==> config.mk <==
export PLATFORM = sky130hd
export DESIGN_NAME = serial_arbiter_flat
export DESIGN_NICKNAME = d
export VERILOG_FILES = /design/src/rtl/serial_arbiter_if.sv /design/src/rtl/serial_arbiter.sv /design/src/flat_wrapper.sv
export SDC_FILE = /design/constraint.sdc
export NUM_CORES = 1
export LEC_CHECK = 0
export BUFFER_PORTS_ARGS = -buffer_cell sky130_fd_sc_hd__buf_2
export CORE_MARGIN = 2
export CORE_UTILIZATION = 40
export CTS_CLUSTER_SIZE = 16
export DETAILED_ROUTE_END_ITERATION = 16
export PLACE_DENSITY = 0.7
export RECOVER_POWER = 100
export SLEW_MARGIN = 20
export SYNTH_ARGS = -nofsm -noshare
export SYNTH_HDL_FRONTEND = slang
export SYNTH_SLANG_ARGS = --single-unit
==> constraint.sdc <==
create_clock -name clk -period 2.8 [get_ports clk]
set_input_delay 0.42 -clock clk [delete_from_list [all_inputs] [get_ports clk]]
set_output_delay 0.42 -clock clk [all_outputs]
set_load 0.01 [all_outputs]
==> src/rtl/serial_arbiter_if.sv <==
// Bus bundle between the requesters and the serial arbiter: parallel request side
// plus the serial output stream.
interface serial_arbiter_if #(
    parameter int NREQ  = 4,
    parameter int WIDTH = 4
);
    localparam int IW = (NREQ > 1) ? $clog2(NREQ) : 1;

    logic [NREQ-1:0]       req_valid;
    logic [NREQ*WIDTH-1:0] req_data;
    logic [NREQ-1:0]       req_ready;
    logic                  dout;
    logic                  dout_valid;
    logic                  frame_start;
    logic [IW-1:0]         src_id;
    logic                  busy;

    modport master (
        output req_valid,
        output req_data,
        input  req_ready,
        input  dout,
        input  dout_valid,
        input  frame_start,
        input  src_id,
        input  busy
    );

    modport slave (
        input  req_valid,
        input  req_data,
        output req_ready,
        output dout,
        output dout_valid,
        output frame_start,
        output src_id,
        output busy
    );
endinterface

==> src/rtl/serial_arbiter.sv <==
// Round-robin arbiter that accepts one parallel word at a time from NREQ requesters
// and serialises it MSB first, back-to-back when another request is pending.
module serial_arbiter #(
    parameter int NREQ  = 4,
    parameter int WIDTH = 4
) (
    input  logic             clk,
    input  logic             rst,
    serial_arbiter_if.slave  bus
);
    localparam int IW = (NREQ > 1) ? $clog2(NREQ) : 1;
    localparam int CW = $clog2(WIDTH);
    localparam logic [CW-1:0] CNT_LAST = CW'(WIDTH - 1);

    typedef enum logic [0:0] {
        IDLE  = 1'b0,
        SHIFT = 1'b1
    } state_t;

    state_t              state_r;
    state_t              state_nxt_s;
    logic [CW-1:0]       cnt_r;
    logic [CW-1:0]       cnt_nxt_s;
    logic [WIDTH-1:0]    shift_r;
    logic [WIDTH-1:0]    shift_nxt_s;
    logic [IW-1:0]       last_grant_r;
    logic [IW-1:0]       last_grant_nxt_s;
    logic [IW-1:0]       src_id_r;
    logic [IW-1:0]       src_id_nxt_s;
    logic                dout_valid_r;
    logic                dout_valid_nxt_s;
    logic                frame_start_r;
    logic                frame_start_nxt_s;
    logic                busy_r;
    logic                busy_nxt_s;

    logic                window_s;
    logic [IW:0]         pick_s;
    logic                found_s;
    logic [IW-1:0]       grant_s;
    logic [NREQ-1:0]     ready_s;
    logic                accept_s;
    logic [WIDTH-1:0]    word_s;

    // Searching downward from the farthest candidate lets the nearest valid one win.
    function automatic logic [IW:0] rr_pick(input logic [NREQ-1:0] v, input logic [IW-1:0] last);
        logic [IW:0] res;
        int          idx;
        res = '0;
        for (int k = NREQ; k >= 1; k--) begin
            idx = (int'(last) + k) % NREQ;
            if (v[idx]) begin
                res = {1'b1, IW'(idx)};
            end
        end
        return res;
    endfunction

    assign window_s = (state_r == IDLE) || ((state_r == SHIFT) && (cnt_r == CNT_LAST));
    assign pick_s   = rr_pick(bus.req_valid, last_grant_r);
    assign found_s  = pick_s[IW];
    assign grant_s  = pick_s[IW-1:0];
    assign word_s   = bus.req_data[int'(grant_s)*WIDTH +: WIDTH];

    // One-hot acceptance strobe, only inside an accept window and never during reset.
    always_comb begin
        ready_s = '0;
        if (!rst && window_s && found_s) begin
            ready_s = {{(NREQ-1){1'b0}}, 1'b1} << grant_s;
        end else begin
            ready_s = '0;
        end
    end

    assign accept_s = |(bus.req_valid & ready_s);

    // Next-state and next-output computation for the IDLE/SHIFT machine.
    always_comb begin
        state_nxt_s       = state_r;
        cnt_nxt_s         = cnt_r;
        shift_nxt_s       = shift_r;
        last_grant_nxt_s  = last_grant_r;
        src_id_nxt_s      = src_id_r;
        dout_valid_nxt_s  = 1'b0;
        frame_start_nxt_s = 1'b0;
        busy_nxt_s        = 1'b0;
        if (accept_s) begin
            state_nxt_s       = SHIFT;
            cnt_nxt_s         = '0;
            shift_nxt_s       = word_s;
            last_grant_nxt_s  = grant_s;
            src_id_nxt_s      = grant_s;
            dout_valid_nxt_s  = 1'b1;
            frame_start_nxt_s = 1'b1;
            busy_nxt_s        = 1'b1;
        end else begin
            case (state_r)
                IDLE: begin
                    state_nxt_s = IDLE;
                    shift_nxt_s = '0;
                end
                SHIFT: begin
                    if (cnt_r == CNT_LAST) begin
                        state_nxt_s = IDLE;
                        cnt_nxt_s   = '0;
                        shift_nxt_s = '0;
                    end else begin
                        cnt_nxt_s        = cnt_r + {{(CW-1){1'b0}}, 1'b1};
                        shift_nxt_s      = {shift_r[WIDTH-2:0], 1'b0};
                        dout_valid_nxt_s = 1'b1;
                        busy_nxt_s       = 1'b1;
                    end
                end
                default: begin
                    state_nxt_s = IDLE;
                    cnt_nxt_s   = '0;
                    shift_nxt_s = '0;
                end
            endcase
        end
    end

    // State and output registers with synchronous reset.
    always_ff @(posedge clk) begin
        if (rst) begin
            state_r       <= IDLE;
            cnt_r         <= '0;
            shift_r       <= '0;
            last_grant_r  <= IW'(NREQ - 1);
            src_id_r      <= '0;
            dout_valid_r  <= 1'b0;
            frame_start_r <= 1'b0;
            busy_r        <= 1'b0;
        end else begin
            state_r       <= state_nxt_s;
            cnt_r         <= cnt_nxt_s;
            shift_r       <= shift_nxt_s;
            last_grant_r  <= last_grant_nxt_s;
            src_id_r      <= src_id_nxt_s;
            dout_valid_r  <= dout_valid_nxt_s;
            frame_start_r <= frame_start_nxt_s;
            busy_r        <= busy_nxt_s;
        end
    end

    // The shift register is cleared when idle, so its MSB is the serial output directly.
    assign bus.req_ready   = ready_s;
    assign bus.dout        = shift_r[WIDTH-1];
    assign bus.dout_valid  = dout_valid_r;
    assign bus.frame_start = frame_start_r;
    assign bus.src_id      = src_id_r;
    assign bus.busy        = busy_r;
endmodule

==> src/flat_wrapper.sv <==
// flat-port wrapper written by rule: the top's interface ports become plain ports
module serial_arbiter_flat 
#(
    parameter int NREQ  = 4,
    parameter int WIDTH = 4
)
  (clk, rst, bus_req_valid, bus_req_data, bus_req_ready, bus_dout, bus_dout_valid, bus_frame_start, bus_src_id, bus_busy);
  serial_arbiter_if #(.NREQ(NREQ), .WIDTH(WIDTH)) bus_i ();
  input  logic clk;
  input  logic rst;
  input wire logic [$bits(bus_i.req_valid)-1:0] bus_req_valid;
  input wire logic [$bits(bus_i.req_data)-1:0] bus_req_data;
  output wire logic [$bits(bus_i.req_ready)-1:0] bus_req_ready;
  output wire logic [$bits(bus_i.dout)-1:0] bus_dout;
  output wire logic [$bits(bus_i.dout_valid)-1:0] bus_dout_valid;
  output wire logic [$bits(bus_i.frame_start)-1:0] bus_frame_start;
  output wire logic [$bits(bus_i.src_id)-1:0] bus_src_id;
  output wire logic [$bits(bus_i.busy)-1:0] bus_busy;
  assign bus_i.req_valid = bus_req_valid;
  assign bus_i.req_data = bus_req_data;
  assign bus_req_ready = bus_i.req_ready;
  assign bus_dout = bus_i.dout;
  assign bus_dout_valid = bus_i.dout_valid;
  assign bus_frame_start = bus_i.frame_start;
  assign bus_src_id = bus_i.src_id;
  assign bus_busy = bus_i.busy;
  serial_arbiter #(.NREQ(NREQ), .WIDTH(WIDTH)) u_core (.clk(clk), .rst(rst), .bus(bus_i));
endmodule
### Word-level counts from Yosys, hierarchy flattened

Index checks and enable logic that the tools add are counted.

* add/subtract/negate cells: 5
* magnitude comparators: 4
* equality and inequality tests: 1
* shift operators: 2
* mux-type cells: 27
* bitwise gates (word level): 6
* reductions and logical operators: 11

Operators by type and width (count)
* $lt A3 B4 Y1 const B: 4
* $shiftx A16 B5 Y4: 1
* $mux W1: 13
* $mux W3: 4
* $mux W4: 3
* $bmux W1 S2: 4
* $pmux W4 S2: 1
* $reduce_or A2 Y1: 4
* $add A2 B1 Y2 const B: 3
* $reduce_or A5 Y1: 1
* $add A2 B2 Y2 const B: 2
* $and A1 B1 Y1 const A: 4
* $and A4 B4 Y4: 1
* $reduce_or A4 Y1: 1
* $shl A1 B2 Y4 const A: 1
* $logic_and A1 B1 Y1: 3
* $eq A2 B2 Y1 const B: 1
* $mux W2: 1
* $pmux W1 S2: 1
* $logic_not A1 Y1: 1
* $logic_or A1 B1 Y1: 1
* $not A1 Y1: 1

* bits in registers: 13
* input port bits: 22

### Longest topological paths before layout

Gate-level depths: netlist of the first run.

* word-level depth: 15
* mapped depth: 8
* gate-level depth less buffers: 7

### Least setup slack after synthesis of the first run

Ideal clock, no wire load.

* path kind: in2out
* start: input port rst
* end: output port bus_req_ready[0]
* data arrival time: 1.547 ns
* path slack: 0.833 ns
* stages on the path: 6
* path buffers: 2
* cells stage by stage: clkbuf_1 > or3_1 > buf_6 > clkinv_4 > o21ai_4 > a2111oi_4

* word-level cells in the longest chain between the ends: 4

Ends and longest elaborated chain
* from (decl): line flat_wrapper.sv:10 `input logic rst;`
* $logic_not A1 Y1: line serial_arbiter.sv:68 `if (!rst && window_s && found_s) begin`
* $logic_and A1 B1 Y1 (2 in series): line serial_arbiter.sv:68
* $mux W4: line serial_arbiter.sv:68
* to (decl): line flat_wrapper.sv:13 `output wire logic [$bits(bus_i.req_ready)-1:0] bus_req_ready;`

Every way passes these cells.

### Final worst setup path of the first run

* start: register u_core.last_grant_r[1]
* end: output port bus_req_ready[1]

* word-level cells in the longest chain between the ends: 10

Ends and longest elaborated chain
* from (decl): line serial_arbiter.sv:26 `logic [IW-1:0] last_grant_r;`
* from (signal assigned): line serial_arbiter.sv:129 `last_grant_r <= IW'(NREQ - 1);`
* from (signal assigned): line serial_arbiter.sv:138 `last_grant_r <= last_grant_nxt_s;`
* $add A2 B1 Y2: line serial_arbiter.sv:51 `idx = (int'(last) + k) % NREQ;`
* $bmux W1 S2: line serial_arbiter.sv:52 `if (v[idx]) begin`
* $mux W1 (not written as such) (2 in series): line serial_arbiter.sv:52
* $mux W3 (3 in series): line serial_arbiter.sv:52
* $mux W3 *: line serial_arbiter.sv:52
* $shl A1 B2 Y4 or $logic_and A1 B1 Y1 (tied branches): line serial_arbiter.sv:69, serial_arbiter.sv:68
* $mux W4 *: line serial_arbiter.sv:68

Every way passes the cells marked *; elsewhere a longest branch is shown, timed or not. The select of a mux whose other input is x is not followed.

==> impl_summary.md, run 1 <==
Run
The number of max-cap violations is 0.

Clocking
After clock tree synthesis, the clock-pin slew on the worst setup and hold paths is 0.08 ns. TritonCTS built the clock tree. In this run the number of H-tree levels came out at 1. The root buffer cell is sky130_fd_sc_hd__clkbuf_4. In this run, post-CTS repair resized a total of 0 instances. The hold buffer count at cts is 0. The number of clock buffers added by TritonCTS is 3. Clock tree synthesis found a total of 12 sinks. The count of buffers added by post-CTS timing repair for setup is 0. For the worst-skew pair, the clock arrives at the later sink with an insertion delay of 0.28 ns. The maximum clock insertion buffer count is 2.

Logic synthesis
The post-synthesis instance area is 721 sq um. The synthesized netlist cell count is 77. The share of async-settable or async-resettable flops after synthesis is 0.

For this run, the register share of the synthesized area comes to 0.333. Counting every net in the synthesized netlist gives 100. The area fraction in and, or, nand and nor cells after synthesis is 0.208. The most used flip-flop cell after synthesis is sky130_fd_sc_hd__dfxtp_1. The Yosys step of the flow raised 0 warnings. The largest family of logic cells by synthesized area is compound AO/OA/AOI/OAI gates. The number of distinct library cell variants in the gate-level netlist after synthesis is 38. Counting flops and latches in the post-synthesis netlist gives 12. The fraction of synthesized cell area in xor and xnor cells is 0. The mux share of post-synthesis cell area is 0.0972.

The post-synthesis compound-gate area fraction was 0.267. After synthesis, the mean cell area works out to 9.36 sq um. Of the total synthesized cell area, the portion taken by full adders, half adders and majority gates is 0.0174. In this run, synthesis inferred 0 flip-flops with an integrated enable.

Floorplan
For this configuration, the core starts out at a cell density of 0.422. The floorplan step defined a die boundary enclosing 2160 sq um. The floorplan step set the die height to 46.4 microns. The floorplan has 15 rows. The top-level I/O count is 32. The core area is 1710 sq um. From left edge to right edge, the die measures 46.4 microns.

Worst setup path
The worst setup path is of the flop to primary output kind. The worst setup path is captured at a primary output. The signal arrival time at the worst endpoint is 2.04 ns. The flop-to-flop setup slack is 0.70 ns.

In this run the critical register-to-register path is launched from u_core.last_grant_r[1]. The reg-to-reg endpoint is u_core.shift_r[2]. The maximum fanout count along the critical path is 8. The critical path launch point type is a flop.

At the worst endpoint, the required time is 2.38 ns. The worst setup path startpoint is u_core.last_grant_r[1]. For the worst flop-to-flop path, the logic depth is 5.

Pwr
Of the total power, the share spent switching nets is 0.303. The part of the total power dissipated in combinational logic is 0.255. The total power per unit cell area is 512 nW/um^2. The largest vdd supply drop is 0.288 mV.

The total power of the final layout is 0.453 mW. The fraction of power consumed by sequential logic is 0.434. The power dissipated by switching net loads is 0.137 mW. The internal power component is 0.316 mW. The fraction of power consumed by the clock network is 0.311. The total leakage power is 0.383 nW.

Routing
In the routed layout, each cell is associated on average with a via count of 5.08. In this run the remaining antenna-violating nets after routing total 0. In the routed design, unresolved DRC markers number 0. The total number of vias is 676. The total iterations of the first detailed-routing run is 4. Dividing the detail-routed wire length by the instance count gives 12.4 microns.

For this block, the initial DRC count from the detailed router was 8. The final layout contains routed wiring with a total length of 1660 microns.

STA
The number of failing hold endpoints at the final stage was 0. The clock skew after layout is 0.00100 ns. Setup repair after global routing left no endpoint under its margin. The relative slew slack is 0.665. The worst slack on hold paths is 0.410 ns. Setup slack closes at 0.340 ns. The final count of pins violating max slew was 0. Setup total negative slack on the finished layout was measured at 0 ns. The final-report setup violation count is 0. After layout, the minimum clock period comes to 2.46 ns.

The slew at the pin with the worst max-slew slack is 0.498 ns. Derived from the worst setup path, the maximum achievable clock frequency is 406 MHz. In the finished design, the share of the clock period the worst path needs comes to 0.879.

Finish
The share of post-route cells with drive strength above 1 is 0.278. Counting the fill cells in the layout gives 176. The number of nets in the layout is 132. The library cells used most frequently in the layout, excluding fill and tap cells, are sky130_fd_sc_hd__buf_2 (20), sky130_fd_sc_hd__clkbuf_1 (12), sky130_fd_sc_hd__dfxtp_1 (12). Relative to the synthesized area, the layout overhead comes to 22.9%. The repair_antennas step left the layout with diodes totalling 0.

Leaving out fill and tap cells, the most frequent cell in the layout is sky130_fd_sc_hd__buf_2.

Placement
Port buffering added 31 buffers. The congestion estimate from routability-driven global placement came to 0.788. The HPWL after detailed placement is 1330 microns. At the placement stage, the worst setup path has a slack of 0.510 ns.

Worst hold path
The worst hold path was traced through 2 stages. The start point of the worst hold path is rst. The path type of the worst min-delay path is input port to flop.

For hold timing, the worst endpoint is u_core.cnt_r[0].

Global routing
Entering global routing, the biggest net connects 10 pins. The overflow left after global routing is 0. The number of global-route vias before repair is 577. Across every metal layer, demand over resource in global routing totals 0.173. The initial antenna violation count was 0. The wire length of the first global-routing pass is 2500 microns.

Status
The run finished with clean final reports.
==> critical path: stages (launching register included) <==
cell and delay [ns]:
sky130_fd_sc_hd__dfxtp_1 0.56, sky130_fd_sc_hd__a21oi_1 0.18, sky130_fd_sc_hd__a211oi_4 0.43, sky130_fd_sc_hd__clkbuf_1 0.36, sky130_fd_sc_hd__nor2_1 0.09, sky130_fd_sc_hd__clkbuf_1 0.14
==> layer usage <==
metal | GRT usage | share of wire
met3 | 0.0588 | 0.052
met2 | 0.278 | 0.49
met4 | 0.103 | 0.027
met1 | 0.196 | 0.44
met5 | 0 | 0
==> layout make-up <==
class,instances,area [sq um],share of cell area
clock buffer,4,36.3,0.0410
inverter,3,16.3,0.0184
multi-input combinational,57,417,0.470
sequential,12,240,0.271
tap,25,31.3,0.0353
timing repair buffer,32,145,0.164
==> worst max-delay path by stage <==
stage                            end  slack (ns)  depth (start not counted)
finish              bus_req_ready[1]        0.34                          5
floorplan           bus_req_ready[0]        0.83                          6
global placement    bus_req_ready[0]        0.62                          7
global route        bus_req_ready[1]        0.21                          5
CTS                 bus_req_ready[0]        0.41                          7
detailed placement  bus_req_ready[0]        0.51                          7
==> per-stage QoR <==
| stage | util | std cells | instance area (sq um) |
|---|---|---|---|
| floorplan | - | 77 | 721 |
| global placement | 0.513 | 129 | 876 |
| detailed placement | 0.513 | 129 | 876 |
| CTS | 0.534 | 133 | 912 |
| global route | 0.519 | 133 | 886 |
| finish | 0.519 | 133 | 886 |
==> power by group through the flow <==
stage,clock [mW],combinational (mW),sequential [mW]
2_1_floorplan,0,0.0867,0.199
3_3_place_gp,0,0.120,0.200
3_5_place_dp,0,0.122,0.201
4_1_cts,0.144,0.123,0.197
5_1_grt,0.153,0.127,0.199
6_report,0.141,0.116,0.197
==> cells by family (layout without fill, tap and decap cells) <==
| family | Yosys count | after routing |
|---|---|---|
| multiplexers | 7 | 7 |
| buffers and inverters | 8 | 39 |
| flip-flops | 12 | 12 |
| AND/OR/NAND/NOR | 28 | 28 |
| AO/OA/AOI/OAI | 21 | 21 |
| adder cells (fa/ha/maj) | 1 | 1 |
==> flip-flops by register name (all words and copies together), names as in the netlist <==
register,count
u_core.cnt_r,2
u_core.shift_r,4
u_core.last_grant_r,2
u_core.bus.src_id,2
u_core.bus.dout_valid,1
u_core.bus.frame_start,1
==> Yosys cell counts (all sizes together), types with 2 or more instances <==
cell type / number / share of area
o21ai: 6 / 0.063
mux2i: 7 / 0.097
a21oi: 3 / 0.026
nor2: 7 / 0.036
buf: 4 / 0.049
nand2: 6 / 0.031
nand2b: 4 / 0.035
nand3: 2 / 0.021
inv: 2 / 0.010
nor3: 3 / 0.028
o221ai: 3 / 0.036
dfxtp: 12 / 0.33
No activity file was read; power rests on OpenSTA's default activity.
==> inputs of run 2 (changes only) <==
--- a/config.mk
+++ b/config.mk
@@ -6,7 +6,7 @@
 export NUM_CORES = 1
 export LEC_CHECK = 0
 export BUFFER_PORTS_ARGS = -buffer_cell sky130_fd_sc_hd__buf_2
-export CORE_MARGIN = 2
+export CORE_MARGIN = 5
 export CORE_UTILIZATION = 40
 export CTS_CLUSTER_SIZE = 16
 export DETAILED_ROUTE_END_ITERATION = 16
==> impl_summary.md, run 2 (synthesis results as in run 1) <==
Status
The flow ran to the end, and the final reports show no timing, DRC or antenna violations.

Finish
From synthesis to final layout, the design area changed by 22.0%. The area taken by flip-flops and latches is 240 sq um (unchanged). The share of post-route cells with drive strength above 1 was 0.296 (+0.0185). The number of nets in the layout was 132 (unchanged). The top cell types in the final layout, fill and taps aside, are sky130_fd_sc_hd__buf_2 (21), sky130_fd_sc_hd__dfxtp_1 (12), sky130_fd_sc_hd__clkbuf_1 (11). The library cell used most frequently in the layout, excluding fill and tap cells, is sky130_fd_sc_hd__buf_2. The post-route cell area is 880 sq um (-0.71%). The register containing the most flip-flops in the final layout is u_core.shift_r. The number of flip-flops under the largest register name is 4 (unchanged). The number of filler cells placed in the layout came to 196 (+11%). The total area of multi-input combinational cells was 413 sq um (-0.90%). The antenna diode instance count is 0 (unchanged).

Global routing
The initial antenna violation count was 0 (unchanged). The all-layer global routing usage is 0.145 (-0.0283). The pin count of the biggest net entering global routing is 13 (+3). The number of global-route vias before repair is 657 (+14%).

The overflow left after global routing is 0 (unchanged). The wire length of the first global-routing pass was 2940 microns (+18%).

Clocking
The maximum clock insertion buffer count is 2 (unchanged). The number of clock buffers inserted by TritonCTS is 3 (unchanged). The root buffer cell is sky130_fd_sc_hd__clkbuf_4.

The number of levels the H-tree was split into is 1 (unchanged). The quantity of gates resized following cts was 0 (unchanged). The TritonCTS sink count is 12 (unchanged).

TritonCTS built the clock tree. The clock latency reported for the late side of the worst-skew pair was 0.27 ns (about the same). The register clock-pin slew on the reported worst setup and hold paths is 0.08 ns (about the same). The hold buffer count at cts is 0 (unchanged). The count of buffers added by post-CTS timing repair for setup was 0 (unchanged).

Pwr
The total leakage power is 0.380 nW (-0.83%). The largest vdd supply drop came to 0.308 mV (+6.9%). The total power per unit cell area is 508 nW/um^2 (-0.66%).

Routing
The detailed router's first-iteration violation count is 13 (+5). The average via count per standard cell is 4.98 (-2.1%). The average wire per cell in the routed design is 13.5 microns (+8.8%).

The total number of vias is 662 (-2.1%). The number of nets with antenna violations after detailed routing is 0 (unchanged). The DRC violation count after routing came to 0 (unchanged). The wire length after detailed routing is 1800 microns (+8.8%). The total iterations of the first detailed-routing run is 4 (unchanged).

Floorplan
The effective utilization at floorplan is 0.417 (-0.00459). The die outline height is 52.4 microns (+13%). The top-level I/O count is 32 (unchanged). The die outline width was 52.4 microns (+13%). The number of placement rows is 15 (unchanged).

The core area came to 1730 sq um (+1.1%). The area of the die is 2750 sq um (+28%).

Worst setup path
Among all stages on the critical path, the largest delay is contributed by sky130_fd_sc_hd__or3_1. By startpoint and endpoint, the worst setup path is classified as flop to primary output. The worst setup path is captured at a primary output. The maximum fanout count along the critical path was 7 (-1). Walking the worst path, the cells encountered are ha_1 > nor2b_1 > or3_1 > clkinvlp_2 > o21ai_4 > a2111oi_4 > buf_2. The signal arrival time at the worst endpoint is 2.08 ns (+0.04 ns).

The largest stage delay on the critical path came to 0.41 ns (-0.15 ns). The critical path launch point type is a flop. The data required time at the worst endpoint is 2.38 ns (about the same). The flop-to-flop setup slack is 0.70 ns (about the same).

STA
Setup repair after global routing left no endpoint under its margin. The clock period minus final worst setup slack came to 2.50 ns (+0.0398 ns). The achievable frequency came to 400 MHz (-1.6%). The number of failing hold endpoints at the final stage is 0 (unchanged). The final count of pins violating max slew is 0 (unchanged).

The clock skew after layout is 0.00254 ns (+0.00154 ns). The relative slew slack was 0.534 (-0.131). The final-layout setup total negative slack is 0 ns (unchanged). The final-report setup violation count was 0 (unchanged). The slew at the pin with the worst max-slew slack is 0.699 ns (+0.201 ns). The final clock period utilization by the worst path was 0.893 (+0.0142).

Worst hold path
The min-delay analysis places its worst path in the category input port to flop.

Run
The number of max-cap violations was 0 (unchanged).

Placement
The number of port buffers is 31 (unchanged). The placer's final routability congestion estimate is 0.729 (-7.4%). The HPWL after detailed placement is 1440 microns (+8.3%). The instance area after placement is 876 sq um (unchanged).
## run 2: cell types whose count changed in the layout (fill, tap and decap cells not counted), sizes merged
cell / before / now
clkbuf: 16 / 15
buf: 20 / 21
clkinv: 1 / 0
clkinvlp: 0 / 1
## run 2: area by class of cell
| type | instances | area share |
|---|---|---|
| repair buffers | 32 | 0.166 |
| flip-flops and latches | 12 | 0.273 |
| clock buffers | 4 | 0.0413 |
| inverters | 3 | 0.0142 |
| well taps | 25 | 0.0356 |
| multi-input cells | 57 | 0.469 |
## run 2: path summary, 6_finish.rpt
check | start | end | cells past startpoint
setup reg to reg | u_core.last_grant_r[1] | u_core.shift_r[2] | 5
hold reg to reg | u_core.bus.src_id[1] | u_core.bus.src_id[1] | 2
setup / recovery | u_core.cnt_r[0] | bus_req_ready[0] | 7
hold / removal | rst | u_core.bus.dout_valid | 2
## run 2: routing by layer
layer | vias to the layer above | share of wire | wire (microns) | global-route usage
met2 | 17 | 0.48 | 868 | 0.225
met3 | 2 | 0.049 | 89 | 0.0456
met4 | 0 | 0.0067 | 12 | 0.0340
met1 | 300 | 0.46 | 829 | 0.193
li1 | 343 | - | - | -
met5 | - | 0 | 0 | 0
## run 2: power by group
part	internal [mW]	switching [mW]	total, mW	leakage [nW]
clock network	0.0789	0.0578	0.137	0.0210
registers	0.186	0.0106	0.197	0.0994
logic	0.0489	0.0644	0.113	0.259
## run 2: worst max-delay path, delay by kind of cell (launching register included)
family	cells	cell delay, ns
adders and majority gates	1	0.17
DFF	1	0.37
buffers and inverters	2	0.42
and+or+nand+nor	2	0.46
AOI/OAI and AO/OA	2	0.39
## run 2: stage by stage
step	setup slack (ns)	total power, mW	instances	util	hold WS (ns)
after floorplan	0.833	0.286	77	-	0.409
after detailed placement	0.578	0.323	129	0.507	0.436
final	0.300	0.447	133	0.509	0.412
after global routing	0.157	0.477	133	0.509	0.422
after CTS	0.425	0.458	133	0.528	0.414
after global placement	0.611	0.320	129	0.507	0.420
==> inputs of run 3 (changes only) <==
==> constraint.sdc (replaced) <==
create_clock -name clk -period 2.8 [get_ports clk]
set_input_delay 0.28 -clock clk [delete_from_list [all_inputs] [get_ports clk]]
set_output_delay 0.28 -clock clk [all_outputs]
set_load 0.01 [all_outputs]
==> impl_summary.md, run 3 (synthesis results as in run 1) <==
Global routing
The fraction of met1 tracks used by global routing came to 0.151 (-0.0416). The global-route met3 utilization is 0.0370 (-0.00855). The overflow left after global routing was 0 (unchanged). The number of global-route vias before repair is 622 (-5.3%). After global routing, the most crowded layer is met2.

The met2 layer usage reported by global route is 0.225 (unchanged). The pin count of the biggest net entering global routing is 14 (+1). The all-layer global routing usage is 0.135 (-0.0101). The wire length of the first global-routing pass is 2680 microns (-8.7%). The initial antenna violation count is 0 (unchanged).

Clocking
The number of levels the H-tree was split into is 1 (unchanged). The hold buffer count at cts is 0 (unchanged). The register clock-pin slew on the reported worst setup and hold paths came to 0.08 ns (about the same).

TritonCTS built the clock tree. The maximum clock insertion buffer count is 2 (unchanged). The root buffer cell is sky130_fd_sc_hd__clkbuf_4.

The count of buffers added by post-CTS timing repair for setup is 0 (unchanged). The quantity of gates resized following cts came to 0 (unchanged). The TritonCTS sink count is 12 (unchanged). The number of clock buffers inserted by TritonCTS came to 3 (unchanged). The clock latency reported for the late side of the worst-skew pair is 0.28 ns (about the same).

Run
The number of max-cap violations is 0 (unchanged).

Worst hold path
The number of stages on the worst hold path came to 2 (unchanged). The startpoint identified for the worst hold timing path is rst. The worst hold path belongs to the class input port to flop. The hold-critical path endpoint is u_core.bus.dout_valid.

Finish
The number of filler cells placed in the layout is 173 (-12%). The share of post-route cells with drive strength above 1 was 0.296 (unchanged). The core occupancy in the finished layout came to 0.514 (+0.00435).

The number of flip-flops under the largest register name came to 4 (unchanged). The most frequent standard cell in the layout excluding fill and tap cells is sky130_fd_sc_hd__buf_2. The register containing the most flip-flops in the final layout is u_core.shift_r. The top cell types in the final layout, fill and taps aside, are sky130_fd_sc_hd__buf_2 (21), sky130_fd_sc_hd__dfxtp_1 (12), sky130_fd_sc_hd__clkbuf_1 (10). The number of nets in the layout is 132 (unchanged). Relative to the synthesized area, the layout overhead comes to 23.1%. The antenna diode instance count is 0 (unchanged). The post-route cell area is 887 sq um (+0.85%).

Pwr
The total power per unit cell area was 514 nW/um^2 (+1.2%). The power dissipated by switching net loads is 0.138 mW (+4.1%). The fraction of power consumed by sequential logic is 0.432 (-0.009). The net switching share of the total power is 0.303 (+0.00585). The part of the total power dissipated in combinational logic is 0.255 (+0.002). The largest vdd supply drop was 0.269 mV (-13%).

The fraction of power consumed by the clock network was 0.313 (+0.007). The total leakage power was 0.385 nW (+1.5%). The internal power component is 0.318 mW (+1.2%).

Routing
The DRC violation count after routing is 0 (unchanged). The total number of vias is 675 (+2.0%). The average wire per cell in the routed design came to 13.1 microns (-2.9%).

The number of nets with antenna violations after detailed routing was 0 (unchanged). The wire length after detailed routing is 1750 microns (-2.9%). The average via count per standard cell came to 5.08 (+2.0%). The total iterations of the first detailed-routing run is 4 (unchanged).

The detailed router's first-iteration violation count was 10 (-3).

Floorplan
The number of placement rows is 15 (unchanged). The die outline width is 52.4 microns (unchanged). The area of the die is 2750 sq um (unchanged). The top-level I/O count is 32 (unchanged). The core area is 1730 sq um (unchanged). The effective utilization at floorplan is 0.417 (unchanged). The die outline height is 52.4 microns (unchanged).

Status
The flow ran to the end, and the final reports show no timing, DRC or antenna violations.

Worst setup path
The signal arrival time at the worst endpoint was 2.10 ns (+0.02 ns). The critical path launch point type is a flop. The endpoint class of the critical path is a primary output.

For this design, the slowest cell found on the critical path is sky130_fd_sc_hd__or3_1. The length in cells of the worst reg-to-reg path was 6 (+1). The launching point of the worst reg2reg path is u_core.cnt_r[0]. The data required time at the worst endpoint is 2.52 ns (+0.14 ns). The flop-to-flop setup slack is 1.03 ns (+0.33 ns).

The critical path goes through ha_1 > nor2b_1 > or3_1 > clkinvlp_2 > o21ai_4 > a2111oi_4 > clkbuf_1. The maximum fanout count along the critical path is 7 (unchanged). The largest stage delay on the critical path came to 0.42 ns (about the same). The reg-to-reg endpoint is u_core.shift_r[2].

The critical path class is flop to primary output.

STA
The final clock period utilization by the worst path is 0.850 (-0.0432). The relative slew slack is 0.694 (+0.161). The final count of pins violating max slew was 0 (unchanged). The clock skew after layout is 0.00163 ns (-0.000914 ns). Setup repair after global routing left no endpoint under its margin. The achievable frequency was 420 MHz (+5.1%). The number of failing hold endpoints at the final stage is 0 (unchanged). The final-layout setup total negative slack is 0 ns (unchanged). The final-report setup violation count is 0 (unchanged). The clock period minus final worst setup slack came to 2.38 ns (-0.121 ns). The slew at the pin with the worst max-slew slack came to 0.454 ns (-0.245 ns).

Placement
The HPWL after detailed placement is 1400 microns (-3.0%). The instance area after placement is 876 sq um (unchanged). The placer's final routability congestion estimate was 0.718 (-1.5%).

The number of port buffers is 31 (unchanged).
## run 3: worst max-delay path by stage
stage / depth (start not counted) / to / slack [ns] / start
4_1_cts: 7 / bus_req_ready[0] / 0.55 / u_core.cnt_r[0]
6_report: 7 / bus_req_ready[0] / 0.42 / u_core.cnt_r[0]
5_1_grt: 7 / bus_req_ready[0] / 0.29 / u_core.cnt_r[0]
3_5_place_dp: 7 / bus_req_ready[0] / 0.81 / bus_req_valid[1]
2_1_floorplan: 7 / bus_req_ready[0] / 1.10 / u_core.cnt_r[0]
3_3_place_gp: 7 / bus_req_ready[0] / 0.90 / bus_req_valid[1]
## run 3: per-layer routing
| metal | wire, microns | share of wire | up-vias |
|---|---|---|---|
| met1 | 730 | 0.42 | 307 |
| li1 | - | - | 343 |
| met5 | 0 | 0 | - |
| met2 | 890 | 0.51 | 21 |
| met3 | 101 | 0.058 | 4 |
| met4 | 25 | 0.014 | 0 |
## run 3: layout make-up
| cell class | instances | area [sq um] | share of cell area |
|---|---|---|---|
| timing repair buffer | 32 | 150 | 0.169 |
| inverter | 3 | 12.5 | 0.0141 |
| multi-input combinational | 57 | 417 | 0.470 |
| tap | 25 | 31.3 | 0.0353 |
| sequential | 12 | 240 | 0.271 |
| clock buffer | 4 | 36.3 | 0.0409 |
## run 3: power by group through the flow
stage / clock network, mW / logic, mW / registers (mW)
CTS: 0.145 / 0.122 / 0.197
detailed placement: 0 / 0.121 / 0.201
global placement: 0 / 0.119 / 0.200
floorplan: 0 / 0.0867 / 0.199
finish: 0.143 / 0.116 / 0.197
global route: 0.151 / 0.128 / 0.199
## run 3: through the flow
step / worst slack (ns) / hold WS, ns / power, mW / instances
after global placement: 0.897 / 0.416 / 0.320 / 129
after detailed placement: 0.809 / 0.420 / 0.322 / 129
final: 0.421 / 0.256 / 0.456 / 133
after floorplan: 1.10 / 0.409 / 0.286 / 77
after CTS: 0.547 / 0.248 / 0.464 / 133
after global routing: 0.294 / 0.272 / 0.478 / 133
## run 3: critical path: cells and delay by family, from the launching register on
family / cells / cell delay (ns)
AO/OA/AOI/OAI: 2 / 0.40
adder cells (fa/ha/maj): 1 / 0.17
buffers and inverters: 2 / 0.42
flip-flops: 1 / 0.37
AND/OR/NAND/NOR: 2 / 0.46
